`src/rtl/k005297_cmd_sched.sv`:
```
// Command scheduler for the K005297 bubble memory controller: rotation ring,
// host/aux round-robin arbitration and command tracking to done/error/timeout.
module k005297_cmd_sched #(
    parameter int PAGE_W      = 12,
    parameter int TIMEOUT_ROT = 4095
) (
    input  logic              i_MCLK,
    input  logic              i_RST,
    input  logic              i_CLK2M_PCEN_n,
    output logic [19:0]       o_ROT20_n,
    input  logic              i_HOST_REQ,
    input  logic              i_HOST_WR,
    input  logic [PAGE_W-1:0] i_HOST_PAGE,
    output logic              o_HOST_ACK,
    input  logic              i_AUX_REQ,
    input  logic              i_AUX_WR,
    input  logic [PAGE_W-1:0] i_AUX_PAGE,
    output logic              o_AUX_ACK,
    output logic              o_CMDREG_RDREQ,
    output logic              o_CMDREG_WRREQ,
    output logic [PAGE_W-1:0] o_CMD_PAGE,
    input  logic              i_CMD_ACCEPTED_n,
    input  logic              i_CMDREG_RST_n,
    input  logic              i_FSMERR_RESTART_n,
    input  logic              i_ERR_CLR,
    output logic              o_BUSY,
    output logic              o_DONE,
    output logic              o_ERR,
    output logic              o_TIMEOUT,
    output logic              o_GRANT_AUX
);

    typedef enum logic [1:0] {
        ST_IDLE   = 2'd0,
        ST_ISSUE  = 2'd1,
        ST_ACTIVE = 2'd2
    } state_t;

    // Abort fires on the wrap that would bring the counter to TIMEOUT_ROT.
    localparam logic [11:0] TIMEOUT_LAST = 12'(TIMEOUT_ROT - 1);

    state_t            state_reg, state_next;
    logic [19:0]       rot_reg, rot_next;
    logic [11:0]       cnt_reg, cnt_next;
    logic              rdreq_reg, rdreq_next;
    logic              wrreq_reg, wrreq_next;
    logic [PAGE_W-1:0] page_reg, page_next;
    logic              host_ack_reg, host_ack_next;
    logic              aux_ack_reg, aux_ack_next;
    logic              busy_reg, busy_next;
    logic              done_reg, done_next;
    logic              err_reg, err_next;
    logic              timeout_reg, timeout_next;
    logic              grant_aux_reg, grant_aux_next;
    logic              last_aux_reg, last_aux_next;

    logic tick;
    logic wrap;
    logic timeout_hit;
    logic pick_aux;
    logic sel_wr;

    assign tick        = ~i_CLK2M_PCEN_n;
    assign wrap        = ~rot_reg[19];
    assign timeout_hit = wrap && (cnt_reg >= TIMEOUT_LAST);

    // Active-low ring: each bit takes its lower neighbour, phase 19 feeds phase 0.
    assign rot_next[0] = rot_reg[19];
    genvar gi;
    generate
        for (gi = 1; gi < 20; gi++) begin : g_ring
            assign rot_next[gi] = rot_reg[gi-1];
        end
    endgenerate

    always_comb begin
        state_next     = state_reg;
        rdreq_next     = rdreq_reg;
        wrreq_next     = wrreq_reg;
        page_next      = page_reg;
        host_ack_next  = 1'b0;
        aux_ack_next   = 1'b0;
        done_next      = 1'b0;
        err_next       = err_reg & ~i_ERR_CLR;
        timeout_next   = timeout_reg & ~i_ERR_CLR;
        grant_aux_next = grant_aux_reg;
        last_aux_next  = last_aux_reg;
        cnt_next       = cnt_reg;
        pick_aux       = 1'b0;
        sel_wr         = 1'b0;

        if (state_reg != ST_IDLE && wrap && cnt_reg != 12'hFFF) begin
            cnt_next = cnt_reg + 12'd1;
        end

        case (state_reg)
            ST_IDLE: begin
                if (!err_reg && !timeout_reg && (i_HOST_REQ || i_AUX_REQ)) begin
                    // On a tie the port that did not win last time goes first.
                    pick_aux       = i_AUX_REQ && (!i_HOST_REQ || !last_aux_reg);
                    sel_wr         = pick_aux ? i_AUX_WR : i_HOST_WR;
                    page_next      = pick_aux ? i_AUX_PAGE : i_HOST_PAGE;
                    rdreq_next     = ~sel_wr;
                    wrreq_next     = sel_wr;
                    host_ack_next  = ~pick_aux;
                    aux_ack_next   = pick_aux;
                    grant_aux_next = pick_aux;
                    last_aux_next  = pick_aux;
                    cnt_next       = 12'd0;
                    state_next     = ST_ISSUE;
                end
            end
            ST_ISSUE, ST_ACTIVE: begin
                if (!i_FSMERR_RESTART_n) begin
                    rdreq_next = 1'b0;
                    wrreq_next = 1'b0;
                    err_next   = 1'b1;
                    state_next = ST_IDLE;
                end else if (!i_CMDREG_RST_n) begin
                    // Completion seen in ISSUE implies the accept was folded in.
                    rdreq_next = 1'b0;
                    wrreq_next = 1'b0;
                    done_next  = 1'b1;
                    state_next = ST_IDLE;
                end else if (timeout_hit) begin
                    rdreq_next   = 1'b0;
                    wrreq_next   = 1'b0;
                    timeout_next = 1'b1;
                    state_next   = ST_IDLE;
                end else if (state_reg == ST_ISSUE && !i_CMD_ACCEPTED_n) begin
                    state_next = ST_ACTIVE;
                end
            end
            default: begin
                rdreq_next = 1'b0;
                wrreq_next = 1'b0;
                state_next = ST_IDLE;
            end
        endcase

        busy_next = (state_next != ST_IDLE);
    end

    always_ff @(posedge i_MCLK) begin
        if (i_RST) begin
            state_reg     <= ST_IDLE;
            rot_reg       <= 20'hFFFFE;
            cnt_reg       <= 12'd0;
            rdreq_reg     <= 1'b0;
            wrreq_reg     <= 1'b0;
            page_reg      <= '0;
            host_ack_reg  <= 1'b0;
            aux_ack_reg   <= 1'b0;
            busy_reg      <= 1'b0;
            done_reg      <= 1'b0;
            err_reg       <= 1'b0;
            timeout_reg   <= 1'b0;
            grant_aux_reg <= 1'b0;
            last_aux_reg  <= 1'b1;
        end else if (tick) begin
            state_reg     <= state_next;
            rot_reg       <= rot_next;
            cnt_reg       <= cnt_next;
            rdreq_reg     <= rdreq_next;
            wrreq_reg     <= wrreq_next;
            page_reg      <= page_next;
            host_ack_reg  <= host_ack_next;
            aux_ack_reg   <= aux_ack_next;
            busy_reg      <= busy_next;
            done_reg      <= done_next;
            err_reg       <= err_next;
            timeout_reg   <= timeout_next;
            grant_aux_reg <= grant_aux_next;
            last_aux_reg  <= last_aux_next;
        end
    end

    assign o_ROT20_n      = rot_reg;
    assign o_HOST_ACK     = host_ack_reg;
    assign o_AUX_ACK      = aux_ack_reg;
    assign o_CMDREG_RDREQ = rdreq_reg;
    assign o_CMDREG_WRREQ = wrreq_reg;
    assign o_CMD_PAGE     = page_reg;
    assign o_BUSY         = busy_reg;
    assign o_DONE         = done_reg;
    assign o_ERR          = err_reg;
    assign o_TIMEOUT      = timeout_reg;
    assign o_GRANT_AUX    = grant_aux_reg;

endmodule

```
`config.mk`:
```
export PLATFORM = sky130hd
export DESIGN_NAME = k005297_cmd_sched
export DESIGN_NICKNAME = d
export VERILOG_FILES = /design/src/rtl/k005297_cmd_sched.sv
export SDC_FILE = /design/constraint.sdc
export NUM_CORES = 1
export LEC_CHECK = 0
export CAP_MARGIN = 15
export CORE_MARGIN = 4
export CORE_UTILIZATION = 35
export DETAILED_ROUTE_END_ITERATION = 16
export PLACE_DENSITY = 0.67
export RECOVER_POWER = 100
export SLEW_MARGIN = 20
export SYNTH_ARGS = -nofsm -noshare
export SYNTH_HDL_FRONTEND = slang
export SYNTH_SLANG_ARGS = --single-unit
```
`constraint.sdc`:
```
create_clock -name i_MCLK -period 1.8 [get_ports i_MCLK]
set_clock_uncertainty 0.2 [all_clocks]
set_input_delay 0.36 -clock i_MCLK [delete_from_list [all_inputs] [get_ports i_MCLK]]
set_output_delay 0.36 -clock i_MCLK [all_outputs]
set_load 0.005 [all_outputs]
```
* Yosys cells after proc, flatten, opt, wreduce, memory -nomap -nowiden *
Cells that the tools add are included.

storage, ports and cells
  latch bits = 0
  register bits = 56
  output and inout bits = 41
  bits in writable memories = 0
  word-level logic and storage cells = 79
  memories kept = 0
  bits of input ports = 35
  ROM bits = 0

cells by class
  div/mod/pow operators = 0
  magnitude comparators = 1
  multipliers = 0
  add/subtract/negate cells = 1
  muxes and demuxes = 31
  shift operators = 0
  eq/ne operators = 5
  bitwise operators = 7
  reduce and logical (&&, ||, !) cells = 20

operators with widths
  kind                                                              count
  12-bit 2-to-1 mux                                                 4
  1-bit 2-to-1 mux                                                  19
  12-bit by 1-bit adder with 12-bit output (second input constant)  1
  12-bit >= comparator (second input constant)                      1
  12-bit inequality test (second input constant)                    1
  2-bit 2-to-1 mux                                                  5
  1-bit logical AND                                                 7
  3-bit AND reduction                                               2
  1-bit logical NOT                                                 5
  1-bit NOT                                                         5
  4-bit inequality test (second input constant)                     1
  1-bit case mux with 2 select lines                                2
  2-bit case mux with 2 select lines                                1
  2-bit nonzero test                                                2
  1-bit AND                                                         2
  2-bit by 1-bit == test with 1-bit output (second input constant)  1
  2-bit == test (second input constant)                             1
  2-bit logical NOT                                                 1
  1-bit logical OR                                                  2
  2-bit inequality test (second input constant)                     1
  2-bit OR reduction                                                1

* Depth between registers and ports, before layout *
  depth in word-level cells = 8
  mapped depth = 7
  mapped depth without buffers = 7

* Least setup slack after synthesis *
No wires, ideal clock.

  path type = reg2reg
  start point = register state_reg[0]
  end point = register cnt_reg[4]
  buffers on the path = 0
  library setup time = 0.117 ns
  cell stages (with the launch flop) = 7
  period minus slack after synthesis = 1.967 ns
  path slack = -0.167 ns
  required time = 1.483 ns
  arrival = 1.650 ns
  cells stage by stage = dfxtp_1 -> inv_1 -> ha_1 -> nor3_2 -> or4b_2 -> xor2_1 -> nor2_1

on the way
  word-level cells in the longest chain between the ends = 6
  elaborated cells between the ends (all ways) = 7
  classes of those cells = mux (3); reduce/logical (4)

RTL lines
  what                            RTL line  RTL
  start, declared                 42        state_t state_reg, state_next;
  start signal, assigned          161       state_reg <= state_next;
  2-bit nonzero test              92        if (state_reg != ST_IDLE && wrap && cnt_reg != 12'hFFF) begin
  1-bit logical AND (2 in a row)  92
  12-bit 2-to-1 mux               92
  12-bit 2-to-1 mux               98        if (!err_reg && !timeout_reg && (i_HOST_REQ || i_AUX_REQ)) begin
  12-bit 2-to-1 mux *             96        case (state_reg)
  end signal, assigned            163       cnt_reg <= cnt_next;
  end, declared                   44        logic [11:0] cnt_reg, cnt_next;

Mark *: on every way between the ends. The rest lies on a longest branch, timed or not.
A chain may end at the register's enable or synchronous reset.

* Worst setup path after layout *
  start point = register state_reg[1]
  end point = register page_reg[7], in the netlist o_CMD_PAGE[7]

on the way
  word-level cells in the longest chain between the ends = 2

RTL lines
  what                           RTL line  RTL
  2-bit logical NOT              96
  3-bit AND reduction (no line)  -
  end signal, assigned           166       page_reg <= page_next;
  end, declared                  47        logic [PAGE_W-1:0] page_reg, page_next;

No other way between the ends.

==> impl_metrics.prom <==
# TYPE chip_impl_metric gauge
chip_impl_info{name="result_of_the_run",value="finished with violations"} 1
chip_impl_info{name="violations_in_the_final_reports",value="setup timing"} 1
chip_impl_metric{name="cts_hold_repair.buffers",unit=""} 0
chip_impl_info{name="synth_top_cells_by_count",value="56 x sky130_fd_sc_hd__dfxtp_1, 33 x sky130_fd_sc_hd__mux2i_1, 32 x sky130_fd_sc_hd__nand2_1, 32 x sky130_fd_sc_hd__nor2_1"} 1
chip_impl_info{name="crit_path_cell_trace",value="inv_2 > ha_4 > or4b_4 > nor2_8 > buf_12 > buf_12 > nor2_1 > a211oi_1"} 1
chip_impl_metric{name="avgSynthCellArea",unit="um^2"} 9.54
chip_impl_metric{name="antenna_cells",unit=""} 0
chip_impl_info{name="worstSetupStartpointType",value="flip-flop"} 1
chip_impl_info{name="top_signal_layer_used",value="met4"} 1
chip_impl_metric{name="wl_met1",unit="mm"} 3.23
chip_impl_metric{name="die-height",unit="um"} 92.0
chip_impl_metric{name="timing.critical_path.slowest_cell_delay",unit="ns"} 0.52
chip_impl_metric{name="net-switching-power",unit="mW"} 0.655
chip_impl_info{name="synth_area_leader_cell",value="sky130_fd_sc_hd__dfxtp_1"} 1
chip_impl_metric{name="setup_slack",unit="ns"} -0.150
chip_impl_metric{name="required_worst_endpoint",unit="ns"} 1.82
chip_impl_metric{name="ir_worst_vdd",unit="mV"} 0.428
chip_impl_metric{name="totalNegativeSetupSlack",unit="ns"} -2.94
chip_impl_metric{name="grt_max_degree",unit=""} 21
chip_impl_metric{name="timing.hold.worst_path_depth",unit=""} 2
chip_impl_metric{name="syn_nets",unit=""} 299
chip_impl_metric{name="io_pins",unit=""} 76
chip_impl_metric{name="first_global_vias",unit=""} 2331
chip_impl_metric{name="clock_latency",unit="ns"} 0.30
chip_impl_metric{name="cts-root-to-sink-buffers",unit=""} 2
chip_impl_metric{name="finalSetupViolations",unit=""} 32
chip_impl_metric{name="grt_first_pass_wirelength",unit="mm"} 11.2
chip_impl_metric{name="drt_pre_antenna_iters",unit=""} 4
chip_impl_info{name="crit_path_end_kind",value="flip-flop"} 1
chip_impl_info{name="critical_path.most_common_cell",value="sky130_fd_sc_hd__buf_12"} 1
chip_impl_metric{name="routedWlPerCell",unit="um"} 14.3
chip_impl_metric{name="die_area",unit="um^2"} 8460
chip_impl_metric{name="final_core_utilization",unit="%"} 62.1
chip_impl_info{name="r2r_start",value="state_reg[1]$_SDFFE_PP0N_"} 1
chip_impl_metric{name="reg2reg_slack",unit="ns"} -0.15
chip_impl_metric{name="power_density",unit="nW/um^2"} 651
chip_impl_metric{name="numClockSinks",unit=""} 56
chip_impl_metric{name="dp.final_hpwl",unit="mm"} 4.70
chip_impl_metric{name="ys_warn_count",unit=""} 0
chip_impl_metric{name="fin_nets",unit=""} 424
chip_impl_metric{name="p_leak",unit="nW"} 1.68
chip_impl_metric{name="timing.final.max_slew_violations",unit=""} 0
chip_impl_metric{name="post-route-period-util",unit="%"} 108
chip_impl_metric{name="combinational_power_share",unit="%"} 20.3
chip_impl_metric{name="worst-slew-pin-transition",unit="ns"} 0.431
chip_impl_metric{name="critPathMaxFanout",unit=""} 6
chip_impl_metric{name="clkPwrFrac",unit="%"} 32.3
chip_impl_metric{name="globalplace.congestion",unit=""} 0.772
chip_impl_metric{name="max_cap_violations",unit=""} 0
chip_impl_metric{name="power_frac_seq",unit="%"} 47.4
chip_impl_info{name="cell_with_the_most_instances_after_synthesis",value="sky130_fd_sc_hd__dfxtp_1"} 1
chip_impl_metric{name="globalRouteOverflowTotal",unit=""} 0
chip_impl_metric{name="worst_path_clk_slew",unit="ns"} 0.10
chip_impl_metric{name="start_util",unit="%"} 36.2
chip_impl_metric{name="swShare",unit="%"} 23.7
chip_impl_metric{name="finalHoldViolations",unit=""} 0
chip_impl_info{name="rr_endpoint",value="o_CMD_PAGE[7]$_SDFFE_PP0P_"} 1
chip_impl_metric{name="final_cell_area",unit="um^2"} 4240
chip_impl_info{name="tritoncts_clock_tree",value="done"} 1
chip_impl_info{name="slowest_cell_on_crit_path",value="sky130_fd_sc_hd__or4b_4"} 1
chip_impl_metric{name="detail_route.vias_per_cell",unit=""} 4.75
chip_impl_metric{name="vias",unit=""} 2282
chip_impl_metric{name="met3_length",unit="um"} 240
chip_impl_metric{name="synthToLayoutAreaGrowth",unit="%"} 71.7
chip_impl_metric{name="cts_buffers",unit=""} 5
chip_impl_info{name="hp-start",value="o_CMDREG_RDREQ$_SDFFE_PP0P_"} 1
chip_impl_metric{name="floorplan.core_area",unit="um^2"} 6830
chip_impl_info{name="synthFlopType",value="sky130_fd_sc_hd__dfxtp_1"} 1
chip_impl_metric{name="yosys.area.top_type_share",unit="%"} 45.4
chip_impl_metric{name="initialDrtViolationCount",unit=""} 71
chip_impl_metric{name="route.met2.wl",unit="mm"} 3.31
chip_impl_metric{name="final_period_minus_worst_setup_slack",unit="ns"} 1.95
chip_impl_metric{name="drc_violations_left",unit=""} 0
chip_impl_metric{name="input_output_buffers",unit=""} 75
chip_impl_metric{name="synth_seq_area_share",unit="%"} 45.4
chip_impl_metric{name="placement.setup.worst_slack",unit="ns"} -0.530
chip_impl_metric{name="synth_async_sr_flop_share",unit="%"} 0
chip_impl_metric{name="groute.usage.overall",unit="%"} 16.1
chip_impl_metric{name="synth.distinct_cells",unit=""} 43
chip_impl_metric{name="dpl_cell_area",unit="um^2"} 3680
chip_impl_metric{name="timing.max_slew.rel_slack",unit="%"} 71.2
chip_impl_metric{name="final_antenna_net_count",unit=""} 0
chip_impl_metric{name="antenna_found_initial",unit=""} 0
chip_impl_info{name="cts.root.buffer_cell",value="sky130_fd_sc_hd__clkbuf_8"} 1
chip_impl_metric{name="reg2regPathDepth",unit=""} 8
chip_impl_info{name="worstSetupPathType",value="reg2reg"} 1
chip_impl_info{name="whs_endpoint",value="o_CMDREG_RDREQ$_SDFFE_PP0P_"} 1
chip_impl_metric{name="ys_ff_latch",unit=""} 56
chip_impl_metric{name="post_synth_inst_count",unit=""} 259
chip_impl_metric{name="syn-cell-area",unit="um^2"} 2470
chip_impl_metric{name="drive_gt1_share",unit="%"} 33.9
chip_impl_metric{name="dieWidth",unit="um"} 92.0
chip_impl_metric{name="ctsHtreeMaxLevel",unit=""} 2
chip_impl_metric{name="max_freq",unit="GHz"} 0.513
chip_impl_metric{name="largest_register_ff_count",unit=""} 20
chip_impl_info{name="setup_repair_after_global_routing_missed_its_margin",value="yes"} 1
chip_impl_info{name="yosys-top-cells-area",value="sky130_fd_sc_hd__dfxtp_1 45%, sky130_fd_sc_hd__mux2i_1 13%, sky130_fd_sc_hd__nand2_1 4.9%"} 1
chip_impl_metric{name="report.power.total",unit="mW"} 2.76
chip_impl_metric{name="p_int",unit="mW"} 2.11
chip_impl_metric{name="finalWirelength",unit="mm"} 6.86
chip_impl_info{name="worst_hold_path_type",value="reg2reg"} 1
chip_impl_metric{name="worst-endpoint-arrival",unit="ns"} 1.97
chip_impl_metric{name="fp-row-count",unit=""} 30
chip_impl_metric{name="synth_edf_count",unit=""} 0
[cell type report]
cell class	instances	area, um^2
clock inverter	1	30.0
fill	593	2590
sequential	56	1150
tap	96	120
clock buffer	6	93.8
timing repair buffer	131	1320
inverter	10	37.5
multi-input combinational	180	1490
[stage by stage]
stage               instances  hold WS [ns]
CTS                       476         0.284
floorplan                 259         0.261
global placement          455         0.254
detailed placement        455         0.266
finish                    480         0.281
global route              480         0.317
[power groups by stage]
| stage | Clock (mW) | Sequential, mW | Combinational, mW |
|---|---|---|---|
| after CTS | 0.920 | 1.31 | 0.543 |
| after detailed placement | 0 | 1.34 | 0.439 |
| final | 0.892 | 1.31 | 0.560 |
| after global routing | 0.963 | 1.32 | 0.596 |
| after floorplan | 0 | 1.34 | 0.198 |
| after global placement | 0 | 1.34 | 0.434 |
[layer usage]
| layer | GRT usage, % | vias up |
|---|---|---|
| met5 | 0 | - |
| met4 | 4.46 | 0 |
| met3 | 3.20 | 5 |
| met2 | 26.0 | 41 |
| met1 | 21.9 | 1082 |
| li1 | - | 1154 |
[kinds of logic (layout without fill, tap and decap cells)]
logic type                 after synthesis  after routing  synth area share, %
and+or+nand+nor                         89             89                 17.4
buffers and inverters                   23            148                 4.05
AOI/OAI and AO/OA                       42             42                 13.3
xor gates and xnor gates                11             11                 3.90
muxes                                   33             33                 13.4
adders and majority gates                5              5                 2.53
DFF                                     56             56                 45.4
[cells in the final DEF (no fill, tap or decap), types with 4 or more instances in the layout]
cell                               n
sky130_fd_sc_hd__a21oi_1           4
sky130_fd_sc_hd__xnor2_1           7
sky130_fd_sc_hd__nand4_1           4
sky130_fd_sc_hd__a211oi_1          6
sky130_fd_sc_hd__nor2_2            9
sky130_fd_sc_hd__clkdlybuf4s50_1  67
sky130_fd_sc_hd__buf_4            40
sky130_fd_sc_hd__buf_12            7
sky130_fd_sc_hd__inv_1             8
sky130_fd_sc_hd__buf_6             7
sky130_fd_sc_hd__dfxtp_2          14
sky130_fd_sc_hd__a21oi_2           4
sky130_fd_sc_hd__nor2_1           24
sky130_fd_sc_hd__clkbuf_8          5
sky130_fd_sc_hd__nand2_1          31
sky130_fd_sc_hd__dlygate4sd2_1     4
sky130_fd_sc_hd__a211oi_2          8
sky130_fd_sc_hd__mux2i_1          33
sky130_fd_sc_hd__dfxtp_1          40
[worst max-delay path: cells and delay by family (launching register included)]
| kind | cells | cell delay, ns |
|---|---|---|
| fa+ha+maj | 1 | 0.14 |
| compound gates | 1 | 0.16 |
| flops | 1 | 0.34 |
| buf+inv | 3 | 0.31 |
| simple gates | 3 | 0.74 |
[worst max path at each step]
stage,startpoint,cells after the start,end
after global routing,state_reg[1]$_SDFFE_PP0N_,8,o_CMD_PAGE[6]$_SDFFE_PP0P_
after global placement,i_HOST_REQ,7,o_CMD_PAGE[6]$_SDFFE_PP0P_
after detailed placement,i_HOST_REQ,7,o_CMD_PAGE[1]$_SDFFE_PP0P_
after floorplan,state_reg[0]$_SDFFE_PP0N_,7,cnt_reg[9]$_SDFFE_PP0N_
final,state_reg[1]$_SDFFE_PP0N_,8,o_CMD_PAGE[7]$_SDFFE_PP0P_
after CTS,state_reg[1]$_SDFFE_PP0N_,8,last_aux_reg$_SDFFE_PP1P_
[timing repair]
action	4_1_cts	5_1_grt
setup buffers	11	4
pin swaps	28	19
gates resized for setup	38	28
setup endpoints to repair	35	46
cloned	3	1
Power figures use the tool's default switching activity.
